--- src/rtl/tag_demux_csdf_pkg.sv ---
// csdf_pkg: width derivations, stats counter width and saturating increment for the tag demux
package csdf_pkg;
    localparam int STAT_W = 16;

    function automatic int tag_w(input int flux);
        return (flux > 1) ? $clog2(flux) : 1;
    endfunction

    function automatic int data_w(input int width, input int flux);
        return width - tag_w(flux);
    endfunction

    function automatic logic [STAT_W-1:0] sat_inc(input logic [STAT_W-1:0] v);
        return (v == {STAT_W{1'b1}}) ? v : v + 1'b1;
    endfunction
endpackage

--- src/rtl/tag_demux_csdf_if.sv ---
// tag_demux_csdf_if: tagged input stream plus per-flux output channels (stats ports with TAG_DEMUX_STATS_EN)
interface tag_demux_csdf_if
    import csdf_pkg::*;
#(
    parameter int FLUX  = 2,
    parameter int WIDTH = 8
);
    localparam int DW = data_w(WIDTH, FLUX);
    logic                 in0_wr;
    logic [WIDTH-1:0]     in0_data;
    logic                 in0_full;
    logic [FLUX-1:0]      out_wr;
    logic [DW*FLUX-1:0]   out_data;
    logic [FLUX-1:0]      out_full;
`ifdef TAG_DEMUX_STATS_EN
    logic [STAT_W-1:0]      drop_cnt;
    logic [STAT_W*FLUX-1:0] tok_cnt;
    modport slave (input in0_wr, in0_data, out_full,
                   output in0_full, out_wr, out_data, drop_cnt, tok_cnt);
    modport master (output in0_wr, in0_data, out_full,
                    input in0_full, out_wr, out_data, drop_cnt, tok_cnt);
`else
    modport slave (input in0_wr, in0_data, out_full,
                   output in0_full, out_wr, out_data);
    modport master (output in0_wr, in0_data, out_full,
                    input in0_full, out_wr, out_data);
`endif
endinterface

--- src/rtl/tag_demux_csdf_fifo.sv ---
// csdf_flux_fifo: DEPTH-entry circular buffer for one flux; reads zero while empty
module csdf_flux_fifo #(
    parameter int DEPTH = 4,
    parameter int DW    = 7
) (
    input  logic          ck,
    input  logic          rst,
    input  logic          push,
    input  logic          pop,
    input  logic [DW-1:0] din,
    output logic [DW-1:0] dout,
    output logic          full,
    output logic          empty
);
    localparam int AW = $clog2(DEPTH);
    logic [DW-1:0] mem [DEPTH];
    logic [AW-1:0] wr_ptr, rd_ptr;
    logic [AW:0]   cnt;
    logic          push_ok, pop_ok;
    assign full    = cnt == (AW+1)'(DEPTH);
    assign empty   = cnt == '0;
    assign push_ok = push & ~full;
    assign pop_ok  = pop & ~empty;
    assign dout    = empty ? '0 : mem[rd_ptr];
    always_ff @(posedge ck or negedge rst) begin
        if (!rst) begin
            wr_ptr <= '0;
            rd_ptr <= '0;
            cnt    <= '0;
        end else begin
            if (push_ok) wr_ptr <= wr_ptr + 1'b1;
            if (pop_ok) rd_ptr <= rd_ptr + 1'b1;
            cnt <= cnt + (AW+1)'(push_ok) - (AW+1)'(pop_ok);
        end
    end
    // storage needs no reset: contents are only visible while cnt is non-zero
    always_ff @(posedge ck) begin
        if (push_ok) mem[wr_ptr] <= din;
    end
endmodule

--- src/rtl/tag_demux_csdf.sv ---
// tag_demux_csdf: routes tagged words to per-flux buffered output channels
// Optional TAG_DEMUX_STATS_EN adds saturating drop and per-flux token counters.
module tag_demux_csdf
    import csdf_pkg::*;
#(
    parameter int FLUX  = 2,
    parameter int WIDTH = 8,
    parameter int DEPTH = 4
) (
    input  logic ck,
    input  logic rst,
    tag_demux_csdf_if.slave bus
);
    localparam int TW = tag_w(FLUX);
    localparam int DW = data_w(WIDTH, FLUX);
    logic [TW-1:0]   tag;
    logic [DW-1:0]   payload;
    logic            valid_tag, in_full, accept;
    logic [FLUX-1:0] push, owr, full_v, empty_v;
    logic [DW-1:0]   dout [FLUX];
    logic [FLUX-1:0][DW-1:0] dpack;
    assign tag       = bus.in0_data[WIDTH-1 -: TW];
    assign payload   = bus.in0_data[DW-1:0];
    assign valid_tag = int'(tag) < FLUX;
    // full is register-only so the upstream can derive its write from it safely
    assign in_full   = |full_v;
    assign accept    = bus.in0_wr & ~in_full & valid_tag;
    always_comb begin
        push  = '0;
        owr   = '0;
        dpack = '0;
        for (int i = 0; i < FLUX; i++) begin
            push[i]  = accept && (int'(tag) == i);
            owr[i]   = ~empty_v[i] & ~bus.out_full[i];
            dpack[i] = dout[i];
        end
    end
    assign bus.in0_full = in_full;
    assign bus.out_wr   = owr;
    assign bus.out_data = dpack;
    for (genvar g = 0; g < FLUX; g++) begin : g_flux
        csdf_flux_fifo #(.DEPTH(DEPTH), .DW(DW)) u_fifo (
            .ck    (ck),
            .rst   (rst),
            .push  (push[g]),
            .pop   (owr[g]),
            .din   (payload),
            .dout  (dout[g]),
            .full  (full_v[g]),
            .empty (empty_v[g])
        );
    end
`ifdef TAG_DEMUX_STATS_EN
    logic [STAT_W-1:0]           drop_q;
    logic [FLUX-1:0][STAT_W-1:0] tok_q;
    always_ff @(posedge ck or negedge rst) begin
        if (!rst) begin
            drop_q <= '0;
            tok_q  <= '0;
        end else begin
            if (bus.in0_wr & (in_full | ~valid_tag)) drop_q <= sat_inc(drop_q);
            for (int i = 0; i < FLUX; i++)
                if (push[i]) tok_q[i] <= sat_inc(tok_q[i]);
        end
    end
    assign bus.drop_cnt = drop_q;
    assign bus.tok_cnt  = tok_q;
`endif
endmodule

--- src/flat_wrapper.sv ---
// flat-port wrapper written by rule: the top's interface ports become plain ports
module tag_demux_csdf_flat import csdf_pkg::*;
#(
    parameter int FLUX  = 2,
    parameter int WIDTH = 8,
    parameter int DEPTH = 4
)
  (ck, rst, bus_in0_wr, bus_in0_data, bus_out_full, bus_in0_full, bus_out_wr, bus_out_data);
  tag_demux_csdf_if #(.FLUX(FLUX), .WIDTH(WIDTH)) bus_i ();
  input  logic ck;
  input  logic rst;
  input wire logic [$bits(bus_i.in0_wr)-1:0] bus_in0_wr;
  input wire logic [$bits(bus_i.in0_data)-1:0] bus_in0_data;
  input wire logic [$bits(bus_i.out_full)-1:0] bus_out_full;
  output wire logic [$bits(bus_i.in0_full)-1:0] bus_in0_full;
  output wire logic [$bits(bus_i.out_wr)-1:0] bus_out_wr;
  output wire logic [$bits(bus_i.out_data)-1:0] bus_out_data;
  assign bus_i.in0_wr = bus_in0_wr;
  assign bus_i.in0_data = bus_in0_data;
  assign bus_i.out_full = bus_out_full;
  assign bus_in0_full = bus_i.in0_full;
  assign bus_out_wr = bus_i.out_wr;
  assign bus_out_data = bus_i.out_data;
  tag_demux_csdf #(.FLUX(FLUX), .WIDTH(WIDTH), .DEPTH(DEPTH)) u_core (.ck(ck), .rst(rst), .bus(bus_i));
endmodule
--- config.mk ---
export PLATFORM = sky130hd
export DESIGN_NAME = tag_demux_csdf_flat
export DESIGN_NICKNAME = d
export VERILOG_FILES = /design/src/rtl/tag_demux_csdf_pkg.sv /design/src/rtl/tag_demux_csdf_if.sv /design/src/rtl/tag_demux_csdf_fifo.sv /design/src/rtl/tag_demux_csdf.sv /design/src/flat_wrapper.sv
export SDC_FILE = /design/constraint.sdc
export NUM_CORES = 1
export LEC_CHECK = 0
export CAP_MARGIN = 10
export CORE_ASPECT_RATIO = 1.75
export CORE_UTILIZATION = 56
export DETAILED_ROUTE_END_ITERATION = 10
export HOLD_SLACK_MARGIN = 0.1
export PLACE_DENSITY_LB_ADDON = 0.08
export SLEW_MARGIN = 10
export SYNTH_ARGS = -nofsm -noshare
export SYNTH_HDL_FRONTEND = slang
export SYNTH_SLANG_ARGS = --single-unit
--- constraint.sdc ---
create_clock -name ck -period 3.03 [get_ports ck]
set_clock_uncertainty 0.2 [all_clocks]
set_input_delay 0.303 -clock ck [delete_from_list [all_inputs] [get_ports ck]]
set_output_delay 0.303 -clock ck [all_outputs]
set_load 0.01 [all_outputs]
# Word level (Yosys, flattened, before mapping)
# Memories as Yosys holds them, arrays and structs flattened.
# Cells that the tools add are included.
[totals]
wordCells = 44
output_inout_bits = 17
reg_bits = 14
ram_bits = 56
in_bits = 13
n_memories = 2
[mem_list]
columns = ["memory", "words", "width", "rd", "rd_clocked_by_memory_dff", "write_ports", "line_no", "text"]
rows = [
  ["u_core.g_flux[0].u_fifo.mem", 4, 7, 1, 0, 1, "tag_demux_csdf_fifo.sv:16", "logic [DW-1:0] mem [DEPTH];"],
  ["u_core.g_flux[1].u_fifo.mem", 4, 7, 1, 0, 1, "tag_demux_csdf_fifo.sv:16", ""],
]
[classes]
mux = 6
n_eq_ne = 2
add_sub_neg = 8
n_bitwise = 15
reduce_logical = 5
[ops]
columns = ["op", "n"]
rows = [
  ["2-to-1 mux 7 bit", 2],
  ["adder 2 x 1 -> 2 bit, second input constant", 4],
  ["NOT 1 bit", 8],
  ["AND 1 bit", 7],
  ["adder 3 x 1 -> 3 bit", 2],
  ["== test 3 bit, second input constant", 2],
  ["logical NOT 3 bit", 2],
  ["subtractor 3 x 1 -> 3 bit", 2],
  ["2-to-1 mux 1 bit", 4],
  ["logical AND 1 bit", 2],
  ["OR reduction 2 bit", 1],
]

# Logic depth before layout (Yosys ltp)
[depth]
ltp_word = 8
mapped_depth = 10
mapped_depth_nobuf = 10

# Cells and area by module
# A second synthesis with hierarchy kept.
[hier_totals]
hier_cells = 167
hier_area_um2 = 3006.6
[by_module_without_submodules]
columns = ["mod", "seq_area_each_um2", "cells_per_inst", "n_inst", "area_each_um2"]
rows = [
  ["csdf_flux_fifo", 1016.0, 81, 2, 1482.7],
  ["tag_demux_csdf", 0.0, 5, 1, 41.3],
]

# Least setup slack after synthesis
# OpenSTA, ideal clock, no wires.
[synth_timing]
kind = "register -> register"
start = "reg u_core.g_flux[0].u_fifo.cnt[2]"
end = "reg u_core.g_flux[0].u_fifo.cnt[2]"
setup_slack_ns = 0.564
period_less_slack_ns = 2.466
path_stages_with_launch = 9
setup_time_ns = 0.131
path_buffers = 0
required_time_ns = 2.699
arrival_ns = 2.135
cell_sequence = "dfrtp_1 nor3_2 nor2_1 ha_1 inv_1 ha_1 fa_1 xor2_1 xnor2_1"
[synth_between]
elab_cells_between_ends = 13
cone_classes = "add/sub: 2; eq/ne: 1; bitwise: 7; reduce/logical: 3"
[synth_rtl]
columns = ["element", "line_no", "text"]
rows = [
  ["from (decl)", "tag_demux_csdf_fifo.sv:18", "logic [AW:0] cnt;"],
  ["from (signal assigned)", "tag_demux_csdf_fifo.sv:33", "cnt <= cnt + (AW+1)'(push_ok) - (AW+1)'(pop_ok);"],
  ["logical NOT 3 bit", "tag_demux_csdf_fifo.sv:21", "assign empty = cnt == '0;"],
  ["NOT 1 bit", "tag_demux_csdf.sv:34", "owr[i] = ~empty_v[i] & ~bus.out_full[i];"],
  ["AND 1 bit", "tag_demux_csdf.sv:34", ""],
  ["named net u_core.g_flux[0].u_fifo.pop", "tag_demux_csdf_fifo.sv:9", "input logic pop,"],
  ["AND 1 bit", "tag_demux_csdf_fifo.sv:23", "assign pop_ok = pop & ~empty;"],
  ["subtractor 3 x 1 -> 3 bit", "tag_demux_csdf_fifo.sv:33", ""],
]
# The timed path passes the listed nets, and every way through them passes these cells.
# A chain may end at the register's enable or synchronous reset.

# Worst setup path in the final report
[layout_timing]
start = "reg u_core.g_flux[0].u_fifo.rd_ptr[0]"
end = "out bus_out_data[0]"
[layout_between]
elab_chain_cells = 2
[layout_lines]
columns = ["element", "line_no", "text"]
rows = [
  ["from (decl)", "tag_demux_csdf_fifo.sv:17", "logic [AW-1:0] wr_ptr, rd_ptr;"],
  ["from (signal assigned)", "tag_demux_csdf_fifo.sv:32", "if (pop_ok) rd_ptr <= rd_ptr + 1'b1;"],
  ["memory (4 x 7 bit)", "-", ""],
  ["2-to-1 mux 7 bit", "tag_demux_csdf_fifo.sv:24", "assign dout = empty ? '0 : mem[rd_ptr];"],
  ["to (decl)", "flat_wrapper.sv:17", "output wire logic [$bits(bus_i.out_data)-1:0] bus_out_data;"],
]
# Every way passes these cells.

==> impl_metrics.xml <==
<?xml version="1.0" encoding="UTF-8"?>
<metrics>
  <group name="die">
    <metric name="design.core.area" unit="um^2">5060</metric>
    <metric name="initial_core_util" unit="">0.590</metric>
    <metric name="floorplan.io_pins" unit="">30</metric>
    <metric name="floorplan.die_area" unit="um^2">5640</metric>
    <metric name="die_width" unit="um">57.2</metric>
    <metric name="die_h" unit="um">98.6</metric>
    <metric name="rows" unit="">34</metric>
  </group>
  <group name="clock_network">
    <metric name="number_of_levels_in_the_clock_h_tree" unit="">3</metric>
    <metric name="cts_tree" unit="">done</metric>
    <metric name="postCtsResizedCells" unit="">0</metric>
    <metric name="cts_max_path_buffers" unit="">2</metric>
    <metric name="cts_hold_buf" unit="">0</metric>
    <metric name="tritoncts.num_buffers" unit="">9</metric>
    <metric name="clock_insertion_delay_worst_skew" unit="ns">0.33</metric>
    <metric name="post_cts_buffers" unit="">0</metric>
    <metric name="tritoncts_num_sinks" unit="">70</metric>
    <metric name="clock_edge_transition_at_the_registers_on_the_reported_setup_and_hold_paths" unit="ns">0.07</metric>
    <metric name="cell_at_the_root_of_the_clock_tree" unit="">sky130_fd_sc_hd__clkbuf_8</metric>
  </group>
  <group name="layout">
    <metric name="postLayoutCellArea" unit="um^2">3550</metric>
    <metric name="multi_input_area" unit="um^2">880</metric>
    <metric name="fraction_of_the_core_area_covered_by_cells_at_the_end_of_the_flow" unit="">0.701</metric>
    <metric name="post_route_cells_drive_above_1_share" unit="">0.181</metric>
    <metric name="final.fill_count" unit="">351</metric>
    <metric name="seq_area" unit="um^2">2030</metric>
    <metric name="finish.net_count" unit="">227</metric>
    <metric name="diodes" unit="">0</metric>
    <metric name="area_growth_syn_to_layout" unit="%">18.7</metric>
  </group>
  <group name="grt">
    <metric name="globalRoute.totalOverflow" unit="">0</metric>
    <metric name="grt_max_degree" unit="">15</metric>
    <metric name="grt_use_total" unit="">0.197</metric>
    <metric name="grt_pass1_wl" unit="um">7810</metric>
    <metric name="vias_in_the_first_global_route" unit="">1620</metric>
    <metric name="antenna_found_initial" unit="">0</metric>
  </group>
  <group name="drt">
    <metric name="initialDrtViolationCount" unit="">32</metric>
    <metric name="wl_per_cell" unit="um">18.7</metric>
    <metric name="via_count" unit="">1451</metric>
    <metric name="detailed_route_wl" unit="um">4820</metric>
    <metric name="post_drt_via_cell_ratio" unit="">5.62</metric>
    <metric name="drt_first_pass_iters" unit="">9</metric>
    <metric name="detail-route-antenna-nets" unit="">0</metric>
    <metric name="remaining_design_rule_violation_count" unit="">3</metric>
  </group>
  <group name="job">
    <metric name="count_of_max_cap_constraint_violations" unit="">0</metric>
  </group>
  <group name="synth">
    <metric name="count_of_warnings_emitted_by_yosys" unit="">0</metric>
    <metric name="post-synth-top-area-fraction" unit="">0.563</metric>
    <metric name="netlist_area" unit="um^2">2990</metric>
    <metric name="post_synth_inst_count" unit="">163</metric>
    <metric name="synth-seq-area-share" unit="">0.680</metric>
    <metric name="yosys-top-cells-area" unit="">sky130_fd_sc_hd__edfxtp_1 56%, sky130_fd_sc_hd__dfrtp_1 12%, sky130_fd_sc_hd__mux4_2 11%, sky130_fd_sc_hd__ha_1 5.0%, sky130_fd_sc_hd__nor2b_1 2.9%</metric>
    <metric name="synth.net_count" unit="">190</metric>
    <metric name="synth-seq-cells" unit="">70</metric>
    <metric name="syn_avg_cell_area" unit="um^2">18.3</metric>
    <metric name="synthDominantAreaCellType" unit="">sky130_fd_sc_hd__edfxtp_1</metric>
    <metric name="synth_cell_types" unit="">22</metric>
  </group>
  <group name="sta">
    <metric name="finalWorstPathRequiredPeriod" unit="ns">2.71</metric>
    <metric name="tightestPinTransition" unit="ns">0.612</metric>
    <metric name="maxSlewViolCount" unit="">0</metric>
    <metric name="timing.hold.ws" unit="ns">0.150</metric>
    <metric name="max_freq" unit="MHz">369</metric>
    <metric name="maxSlewHeadroom" unit="">0.591</metric>
    <metric name="post-route-period-util" unit="">0.895</metric>
    <metric name="finalSetupViolations" unit="">0</metric>
    <metric name="setup-tns-final" unit="ns">0</metric>
    <metric name="rsz_0062_raised_after_global_routing" unit="">false</metric>
    <metric name="finalHoldViolCount" unit="">0</metric>
  </group>
  <group name="worst_setup_path">
    <metric name="crit_path_end_kind" unit="">primary output</metric>
    <metric name="worst-setup-path-type" unit="">reg -&gt; out</metric>
    <metric name="path_cells" unit="">mux4_2 -&gt; nor2b_1 -&gt; clkdlybuf4s50_1</metric>
    <metric name="timing.critical_path.buf_inv" unit="">1</metric>
    <metric name="critPathSlowestCell" unit="">sky130_fd_sc_hd__dfrtp_1</metric>
    <metric name="cp_top_family" unit="">flip-flops</metric>
    <metric name="crit_path_largest_cell_delay" unit="ns">0.67</metric>
    <metric name="crit_fanout" unit="">9</metric>
    <metric name="critPathArrivalTime" unit="ns">2.21</metric>
    <metric name="critPathRequiredTime" unit="ns">2.53</metric>
    <metric name="critPathLaunchType" unit="">flop</metric>
  </group>
  <group name="power">
    <metric name="fin_total_pwr" unit="mW">3.43</metric>
    <metric name="largest_voltage_drop_on_the_vdd_net" unit="uV">601</metric>
    <metric name="p_leak" unit="nW">1.28</metric>
    <metric name="power.density_cell_area" unit="nW/um^2">967</metric>
  </group>
  <group name="outcome">
    <metric name="run_status" unit="">finished with violations</metric>
    <metric name="violations_in_the_final_reports" unit="">DRC</metric>
  </group>
  <group name="place">
    <metric name="hpwlAfterDp" unit="um">3540</metric>
    <metric name="port-buffer-count" unit="">29</metric>
    <metric name="gp_congestion" unit="">0.694</metric>
    <metric name="placement.cell_area" unit="um^2">3340</metric>
  </group>
  <group name="worst_hold_path">
    <metric name="hold_removal_path_class" unit="">in -&gt; async</metric>
  </group>
</metrics>
-- layout make-up --
cell class              count  area share
repair buffers             32      0.0882
clock inverters             6      0.0247
multi-input cells          75       0.248
flip-flops and latches     70       0.573
well taps                  54      0.0190
clock buffers               9      0.0349
inverters                  12      0.0127
-- cell families (layout without fill, tap and decap cells) --
| kind of cell | count (synthesis) | after routing | share of synthesized area |
|---|---|---|---|
| buf+inv | 18 | 59 | 0.0260 |
| flops | 70 | 70 | 0.680 |
| simple gates | 32 | 32 | 0.0678 |
| fa+ha+maj | 14 | 14 | 0.0636 |
| xor+xnor | 10 | 10 | 0.0293 |
| compound gates | 3 | 3 | 0.0205 |
| mux | 16 | 16 | 0.113 |
-- synthesized netlist by cell type --
cell type	count
sky130_fd_sc_hd__a221oi_4	2
sky130_fd_sc_hd__nand2_1	1
sky130_fd_sc_hd__buf_4	2
sky130_fd_sc_hd__nor3b_1	2
sky130_fd_sc_hd__mux2_1	2
sky130_fd_sc_hd__ha_1	12
sky130_fd_sc_hd__xnor2_1	5
sky130_fd_sc_hd__nand2b_1	1
sky130_fd_sc_hd__and2_1	8
sky130_fd_sc_hd__xor2_1	5
sky130_fd_sc_hd__nor2_1	2
sky130_fd_sc_hd__nor2_2	2
sky130_fd_sc_hd__fa_1	2
sky130_fd_sc_hd__inv_1	12
sky130_fd_sc_hd__mux4_2	14
sky130_fd_sc_hd__dfrtp_1	14
sky130_fd_sc_hd__nor3_2	2
sky130_fd_sc_hd__nor2b_1	14
sky130_fd_sc_hd__a22o_1	1
sky130_fd_sc_hd__edfxtp_1	56
sky130_fd_sc_hd__clkbuf_1	2
sky130_fd_sc_hd__buf_2	2
-- routing by layer --
layer / global-route usage / up-vias / part of all wire
li1: - / 670 / -
met1: 0.207 / 741 / 0.37
met2: 0.359 / 31 / 0.58
met3: 0.0604 / 9 / 0.037
met4: 0.0788 / 0 / 0.018
met5: 0 / - / 0
-- metrics by stage --
stage          setup slack (ns)  instances
6_report                  0.317        258
5_1_grt                   0.190        258
4_1_cts                   0.256        258
3_5_place_dp              0.239        243
3_3_place_gp              0.343        243
2_1_floorplan             0.564        163
-- registers in the layout (all words and copies together) (netlist names) --
signal / flops
u_core.g_flux.u_fifo.wr_ptr: 4
u_core.g_flux.u_fifo.mem: 56
u_core.g_flux.u_fifo.cnt: 6
u_core.g_flux.u_fifo.rd_ptr: 4
-- report_power, final --
part | total, mW | leakage [nW] | internal (mW) | switching (mW)
clock | 0.789 | 0.0990 | 0.457 | 0.333
combinational | 1.18 | 0.513 | 0.697 | 0.482
sequential | 1.46 | 0.671 | 1.23 | 0.234
-- worst paths after layout --
check	startpoint	endpoint	slack, ns	depth (start not counted)
worst max-delay path	u_core.g_flux[0].u_fifo.rd_ptr[0]	bus_out_data[0]	0.32	3
worst min-delay path	rst	u_core.g_flux[1].u_fifo.wr_ptr[1]	0.15	1
worst max register to register	u_core.g_flux[1].u_fifo.cnt[1]	u_core.g_flux[1].u_fifo.cnt[2]	0.47	10
worst min register to register	u_core.g_flux[1].u_fifo.wr_ptr[1]	u_core.g_flux[1].u_fifo.wr_ptr[1]	0.37	1
max in group asynchronous	rst	u_core.g_flux[1].u_fifo.wr_ptr[0]	2.09	1
min in group ck	u_core.g_flux[1].u_fifo.wr_ptr[1]	u_core.g_flux[1].u_fifo.wr_ptr[1]	0.37	1
-- cell usage in the layout, fill, tap and decap left out --
cell                              count
sky130_fd_sc_hd__inv_1               12
sky130_fd_sc_hd__clkbuf_8             9
sky130_fd_sc_hd__ha_1                12
sky130_fd_sc_hd__mux4_2              14
sky130_fd_sc_hd__dfrtp_1             14
sky130_fd_sc_hd__clkinvlp_4           2
sky130_fd_sc_hd__nand2_1              1
sky130_fd_sc_hd__a221oi_4             2
sky130_fd_sc_hd__nor2_2               2
sky130_fd_sc_hd__edfxtp_1            56
sky130_fd_sc_hd__clkinv_1             1
sky130_fd_sc_hd__mux2_1               2
sky130_fd_sc_hd__nand2b_1             1
sky130_fd_sc_hd__bufinv_16            2
sky130_fd_sc_hd__fa_1                 2
sky130_fd_sc_hd__a22o_1               1
sky130_fd_sc_hd__nor2b_1             14
sky130_fd_sc_hd__clkdlybuf4s50_1     29
sky130_fd_sc_hd__clkinv_4             1
sky130_fd_sc_hd__nor3b_1              2
sky130_fd_sc_hd__xnor2_1              5
sky130_fd_sc_hd__nor2_1               2
sky130_fd_sc_hd__nor3_2               2
sky130_fd_sc_hd__buf_4                3
sky130_fd_sc_hd__xor2_1               5
sky130_fd_sc_hd__and2_1               8
No activity file was read; power rests on OpenSTA's default activity.
